<file path="src/rtl/logic_dispatch.sv">
// Single-issue dispatch stage: 8x32 register file, busy scoreboard with RAW/WAW
// stall, write-back bypass, and registered operand/op/tag outputs for a logic unit.
module logic_dispatch (
   input  logic        clk,
   input  logic        rst,
   input  logic        in_valid,
   input  logic [31:0] in_instr,
   output logic        in_ready,
   input  logic        wb_en,
   input  logic [2:0]  wb_rd,
   input  logic [31:0] wb_data,
   output logic        out_valid,
   output logic [31:0] a,
   output logic [31:0] b,
   output logic [2:0]  op,
   output logic [2:0]  out_rd,
   output logic [3:0]  pending
);

   localparam int unsigned XLEN = 32;
   localparam int unsigned NREG = 8;
   localparam int unsigned IDXW = 3;
   localparam int unsigned CNTW = 4;

   typedef struct packed {
      logic [IDXW-1:0] op;
      logic [IDXW-1:0] rd;
      logic [IDXW-1:0] rs1;
      logic [IDXW-1:0] rs2;
      logic [19:0]     spare;
   } instr_t;

   instr_t          instr;
   logic            unused_spare;

   logic [XLEN-1:0] rf_q [NREG];
   logic [XLEN-1:0] rf_d [NREG];
   logic [NREG-1:0] busy_q, busy_d;
   logic [CNTW-1:0] pending_q, pending_d;
   logic            out_valid_q, out_valid_d;
   logic [XLEN-1:0] a_q, a_d, b_q, b_d;
   logic [IDXW-1:0] op_q, op_d, out_rd_q, out_rd_d;

   logic [NREG-1:0] wb_mask;
   logic [NREG-1:0] busy_eff;
   logic            hazard;
   logic            accept;

   assign instr        = instr_t'(in_instr);
   assign unused_spare = ^instr.spare;

   // Hazard check sees the scoreboard as it will be once this cycle's write-back lands.
   always_comb begin
      wb_mask  = wb_en ? (NREG'(1) << wb_rd) : '0;
      busy_eff = busy_q & ~wb_mask;
      hazard   = busy_eff[instr.rs1] | busy_eff[instr.rs2] | busy_eff[instr.rd];
      in_ready = !rst && !hazard;
      accept   = in_valid && in_ready;
   end

   // Next-state: write-back first, so operand reads of rf_d get the bypassed value.
   always_comb begin
      for (int i = 0; i < NREG; i++) begin
         rf_d[i] = rf_q[i];
      end
      busy_d      = busy_eff;
      out_valid_d = 1'b0;
      a_d         = a_q;
      b_d         = b_q;
      op_d        = op_q;
      out_rd_d    = out_rd_q;
      pending_d   = '0;

      if (wb_en) begin
         rf_d[wb_rd] = wb_data;
      end

      if (accept) begin
         out_valid_d = 1'b1;
         a_d         = rf_d[instr.rs1];
         b_d         = rf_d[instr.rs2];
         op_d        = instr.op;
         out_rd_d    = instr.rd;
         busy_d      = busy_eff | (NREG'(1) << instr.rd);
      end

      for (int i = 0; i < NREG; i++) begin
         pending_d = pending_d + CNTW'(busy_d[i]);
      end
   end

   always_ff @(posedge clk) begin
      if (rst) begin
         for (int i = 0; i < NREG; i++) begin
            rf_q[i] <= '0;
         end
         busy_q      <= '0;
         pending_q   <= '0;
         out_valid_q <= 1'b0;
         a_q         <= '0;
         b_q         <= '0;
         op_q        <= '0;
         out_rd_q    <= '0;
      end else begin
         for (int i = 0; i < NREG; i++) begin
            rf_q[i] <= rf_d[i];
         end
         busy_q      <= busy_d;
         pending_q   <= pending_d;
         out_valid_q <= out_valid_d;
         a_q         <= a_d;
         b_q         <= b_d;
         op_q        <= op_d;
         out_rd_q    <= out_rd_d;
      end
   end

   assign out_valid = out_valid_q;
   assign a         = a_q;
   assign b         = b_q;
   assign op        = op_q;
   assign out_rd    = out_rd_q;
   assign pending   = pending_q;

endmodule
</file>
<file path="config.mk">
export PLATFORM = sky130hd
export DESIGN_NAME = logic_dispatch
export DESIGN_NICKNAME = d
export VERILOG_FILES = /design/src/rtl/logic_dispatch.sv
export SDC_FILE = /design/constraint.sdc
export NUM_CORES = 1
export LEC_CHECK = 0
export BUFFER_PORTS_ARGS = -buffer_cell sky130_fd_sc_hd__buf_2
export CELL_PAD_IN_SITES_DETAIL_PLACEMENT = 1
export CELL_PAD_IN_SITES_GLOBAL_PLACEMENT = 1
export CORE_UTILIZATION = 52
export CTS_BUF_LIST = sky130_fd_sc_hd__clkbuf_4
export DETAILED_ROUTE_END_ITERATION = 8
export PLACE_DENSITY_LB_ADDON = 0.1
export SLEW_MARGIN = 20
export SYNTH_ARGS = -nofsm -noshare
export SYNTH_HDL_FRONTEND = slang
export SYNTH_SLANG_ARGS = --single-unit
</file>
<file path="constraint.sdc">
create_clock -name clk -period 13.9 [get_ports clk]
set_input_delay 2.78 -clock clk [delete_from_list [all_inputs] [get_ports clk]]
set_output_delay 2.78 -clock clk [all_outputs]
set_load 0.01 [all_outputs]
</file>
[After elaboration in Yosys (flattened, before gate mapping)]
Memories as Yosys holds them, arrays and structs flattened.
Index checks and enable logic that the tools add are counted.
Operators by class
  add/subtract/negate cells: 7
  order comparisons: 7
  shift operators: 2
  muxes and demuxes: 30
  bitwise logic cells: 16
  reduce and logical (&&, ||, !) cells: 5
Operator list (number)
  2-to-1 mux 32 bit: 13
  bitwise mux 256 bit: 1
  2-to-1 mux 256 bit: 1
  binary-select mux 32 bit (select 3 bit): 2
  demux 32 bit (select 3 bit): 1
  adder 4 x 1 -> 4 bit: 4
  2-to-1 mux 8 bit: 2
  left shift 1 x 3 -> 8 bit, first input constant: 2
  >= comparator 4 bit, second input constant: 3
  < comparator 3 x 4 -> 1 bit, second input constant: 3
  inverter 3 -> 4 bit: 3
  bitwise OR 1 bit: 10
  binary-select mux 1 bit (select 3 bit): 3
  bitwise AND 8 bit: 1
  inverter 8 bit: 1
  bitwise OR 8 bit: 1
  2-to-1 mux 1 bit: 7
  adder 3 x 1 -> 4 bit: 1
  < comparator 4 x 1 -> 1 bit, second input constant: 1
  adder 2 x 1 -> 3 bit: 1
  logical AND 1 bit: 3
  adder 1 x 1 -> 2 bit: 1
  zero test 1 bit: 2
Word-level totals
  bits in registers: 83
  memory bits (writable): 256
  input port bits: 71
  output and inout bits: 76
  word-level logic and storage cells: 75
  memories kept: 1
Memories
  rf_q: depth 8, bits a word 32, read ports 8, clocked after memory_dff 0, write ports 8, line 36  | logic [XLEN-1:0] rf_q [NREG];

[Depth between registers and ports, before layout]
  word-level depth: 19
  depth in mapped cells: 19
  depth with buffers taken out: 15

[Worst setup path before layout]
OpenSTA, ideal clock, no wires.
  kind: in2out
  start: in in_instr[27]
  end: out in_ready
  arrival: 4.779 ns
  data required time: 11.120 ns
  path slack: 6.341 ns
  stages on the path: 9
  buffers on the path: 3
  cells stage by stage: clkbuf_1 -> inv_1 -> a32o_1 -> mux4_2 -> a31o_1 -> or3_1 -> buf_2 -> buf_6 -> inv_1
On the way
  longest elaborated chain between the ends: 5
RTL lines
  start, declared: line 7  | input logic [31:0] in_instr,
  binary-select mux 1 bit (select 3 bit): line 56  | hazard = busy_eff[instr.rs1] | busy_eff[instr.rs2] | busy_eff[instr.rd];
  2-to-1 mux 1 bit (implied by the code): line 56
  bitwise OR 1 bit: line 56
  zero test 1 bit: line 57  | in_ready = !rst && !hazard;
  logical AND 1 bit: line 57
  end, declared: line 8  | output logic in_ready,
Every way passes these cells. The select of a mux whose other input is x is not followed.

[Worst setup path after layout]
  start: in wb_rd[0]
  end: out in_ready
On the way
  longest elaborated chain between the ends: 10
  elaborated cells between the ends (all ways): 14
  classes of those cells: 1 x shift; 7 x mux; 4 x bitwise; 2 x reduce/logical
RTL lines
  start, declared: line 10  | input logic [2:0] wb_rd,
  left shift 1 x 3 -> 8 bit *: line 54  | wb_mask = wb_en ? (NREG'(1) << wb_rd) : '0;
  2-to-1 mux 8 bit *: line 54
  inverter 8 bit *: line 55  | busy_eff = busy_q & ~wb_mask;
  bitwise AND 8 bit *: line 55
  binary-select mux 1 bit (select 3 bit): line 56
  2-to-1 mux 1 bit (implied by the code): line 56
  bitwise OR 1 bit: line 56
  bitwise OR 1 bit *: line 56
  zero test 1 bit *: line 57
  logical AND 1 bit *: line 57
Mark *: on every way between the ends. The rest lies on a longest branch, timed or not. The select of a mux whose other input is x is not followed.

==> impl_results.md <==
- Site Rows: 65
- Top cells by area, synth: dfxtp_1 41%, mux2i_1 23%, nor2_1 6.4%
- Bufs and invs on worst path: 4
- Crit-path most repeated cell: buf_2
- Hold EP: out_rd[2]$_SDFFE_PP0N_
- Worst path top cell family by delay: simple AND/OR/NAND/NOR gates
- Die area: about 33000 um^2
- Placer congestion estimate: 0.8131
- Share of cells above drive strength 1: about 17%
- Avg Inst Size Synth: about 9 um^2
- Cell Chain, Critical Path: buf_2 > nand4b_1 > buf_4 > o2bb2ai_1 > mux4_2 > a31o_1 > or3_1 > inv_1 > buf_2
- Iter 0 DRT Violations: 805
- R2R depth: 15
- Critical Path Start Type: input pin
- Leak: about 8.6 nW
- Clk Latency, worst-skew pair: between 700 and 800 ps
- Worst-Margin Slew: 1097 ps
- Max incr delay on CP: approximately 940 ps
- Compound-Gate Fraction of Synth Area: 14.00%
- Cell area after layout: 18420 um^2
- Crit path kind: in2out
- Max Cap Viol: 0
- Initial DRT Pass Iterations: 5
- Fmax: ~110 MHz
- Hold Vio Cnt, Final: 0
- CTS Buf Count: 92
- GRT overflow: 0
- Pwr dens: 115.7 nW/um^2
- Largest family of logic cells by synthesized area: multiplexers
- R2R Path Start: busy_q[7]$_SDFF_PP0_
- Post-synthesis adder-cell area fraction: less than 1%
- CTS max path bufs: 3
- Synth area leader: dfxtp_1
- Setup bufs post-CTS: 0
- Number of synthesized flops with an enable pin: 0
- Final min period: between 9000 and 10000 ps
- Synth Instances: about 1800
- CP Capture Type: output pin
- Post-DP HPWL: 29.43 mm
- Placed cell areas: 17340 um^2
- Slowest CP cell: nand4b_1
- Sequential share of the synthesized area: between 40% and 50%
- Synth Register Bits: roughly 340
- WHS Path Cells: 2
- Post-Syn Nets: 1892
- WL per Instance: ~22 um
- Synth Area in XOR/XNOR: less than 1%
- First-pass GRT wire length: roughly 80 mm
- Antenna violations before repair: 6
- Die Height: 181.1 um
- Initial core utilization: a little over half
- Clock tree sinks: 339
- Relative slew margins: between 20% and 30%
- Synthesized area: 16680 um^2
- Hold_sp: out_rd[2]$_SDFFE_PP0N_
- Worst EP arrival: about 6400 ps
- RSZ-0062 raised after global routing: false
- Area Growth Syn to Fin: 10.45%
- Slew Limit Fails: 0
- Post-synthesis simple-gate area fraction: 12.20%
- Vias: around 14000
- Total Routing Usage GR: between 30% and 40%
- Synth Warn #: 0
- Skew final: between 50 and 60 ps
- Fin Setup TNS: 0 ps
- Worst-path clk slew: roughly 50 ps
- Root buf cell: clkbuf_4
- Peak supply drop: 0.08253 mV
- Dominant synthesized flop cell: dfxtp_1
- Post-synth top area share: between 40% and 50%
- Count of different cell masters after synthesis: 54
- Depth of the CTS H-tree: 3
- Final worst-path cycle share: about 66%
- Mux cell area share after synthesis: 27.56%
- Antenna-violating nets left: 0
- Reg2reg setup slack: around 8900 ps
- Final worst setup slack: around 4700 ps
- Pre-CTS WS: ~4700 ps
- Final nets: between 1500 and 2000
- DRC Markers: 0
- CTS tree: yes
- IO Count: about 150
- Core ar.: approximately 32000 um^2
- R2R Path End: pending[2]$_SDFF_PP0_
- Largest net degree at the start of global routing: around 110
- Crit path required time: approximately 11000 ps
- Hold crit path type: reg2reg
- Async S/R FF share, synth: 0%
- CTS resizes: 0
- Final setup violation count: 0
- CTS Hold Bufs: 0
- Vias in the first global route: between 10000 and 15000
- Placed cells: between 2000 and 2500
- Port Buf Inserts: ~130
- Max FO, Critical Path: 25
- Final std cells w/o fill: 2334
- Vias per cell: roughly 6
- DRT Wirelength: 51.19 mm
- Status: complete, no violations
- Die Span X: between 150 and 200 um
- Util after Layout: 58.39%
[layout make-up]
class                           count  area [um^2]
Tap cell                          402        503.0
Fill cell                        3658        13130
Timing Repair Buffer              155        863.3
Clock buffer                      136         1021
Clock inverter                     14        52.55
Multi-Input combinational cell   1272         9143
Sequential cell                   339         6787
Inverter                           12        45.04
Antenna cell                        4        10.01
[Yosys cell counts, drive strengths merged, types with 52 or more instances]
master  count
clkbuf    134
buf        57
a22oi      65
nand3      53
nor2      284
dfxtp     339
mux2       64
o211ai     64
nor2b      67
o21ai      52
mux2i     385
a21oi     134
[cells in the final DEF, fill, tap and decap left out, types with 3 or more instances in the layout]
| cell type | instances |
|---|---|
| nand2b_1 | 7 |
| mux2_1 | 40 |
| buf_2 | 123 |
| o31a_1 | 3 |
| o211ai_1 | 64 |
| inv_2 | 4 |
| o22ai_1 | 4 |
| nor2_1 | 281 |
| mux2i_1 | 385 |
| clkinv_1 | 12 |
| a22oi_1 | 65 |
| nor2_2 | 3 |
| a21oi_1 | 134 |
| diode_2 | 4 |
| or2_2 | 3 |
| nand2_1 | 6 |
| nand3_1 | 53 |
| buf_4 | 31 |
| ha_1 | 3 |
| nor2b_1 | 67 |
| nand4b_1 | 3 |
| inv_1 | 10 |
| and2_1 | 3 |
| nand4_1 | 4 |
| a21boi_0 | 6 |
| o21ai_0 | 50 |
| a211oi_1 | 20 |
| clkbuf_4 | 136 |
| mux2_2 | 24 |
| o32ai_1 | 5 |
| dfxtp_1 | 339 |
| and3b_1 | 4 |
| fa_1 | 4 |
[cells by family after synthesis]
logic type	after synthesis
and+or+nand+nor	446
AOI/OAI and AO/OA	368
muxes	450
xor gates and xnor gates	1
adders and majority gates	7
DFF	339
buffers and inverters	203
[where the power goes]
| group | leakage [nW] | internal (mW) | total, mW | switching, mW |
|---|---|---|---|---|
| sequential | 2.74 | 0.997 | 1.01 | 0.00844 |
| combinational | 5.22 | 0.0944 | 0.272 | 0.178 |
| clock | 0.653 | 0.441 | 0.855 | 0.414 |
[sequential cells by signal, indices dropped and copies added, names as in the netlist]
name,count
b,32
busy_q,8
op,3
rf_q,256
pending,4
out_valid,1
a,32
out_rd,3
[how the worst max path moves through the flow]
stage | start | endpoint | slack, ps | cells past startpoint
final | wb_rd[0] | in_ready | 4690 | 9
after global routing | wb_rd[0] | in_ready | 4560 | 9
after CTS | wb_rd[0] | in_ready | 4660 | 9
after detailed placement | wb_rd[0] | in_ready | 4680 | 9
after global placement | wb_rd[0] | in_ready | 4640 | 9
after floorplan | in_instr[27] | in_ready | 6340 | 9
[routing by layer]
layer,global-route usage (%),up-vias,share of wire [%]
li1,-,6587,-
met1,38.30,6943,44
met2,52.42,402,48
met3,5.866,104,5.4
met4,13.49,0,3.0
met5,0,-,0
[per-stage QoR]
step                      power (mW)  hold slack (ps)
after floorplan                1.214            473.7
after global placement         1.287            461.9
after detailed placement       1.295            470.2
after CTS                      2.153            477.9
after global routing           2.229            495.9
final                          2.132            475.0
[worst reg2reg max path, stage by stage, from the launching register on]
cell and delay [ps]:
dfxtp_1 370, and2_1 190, a32o_1 200, mux4_2 490
a31o_1 280, or3_1 640, o31ai_4 340, fa_1 440
inv_1 80, fa_1 420, fa_1 490, inv_1 40
ha_1 200, fa_1 430, xnor2_1 170, nor2_1 50
No activity file was read; power rests on OpenSTA's default activity.
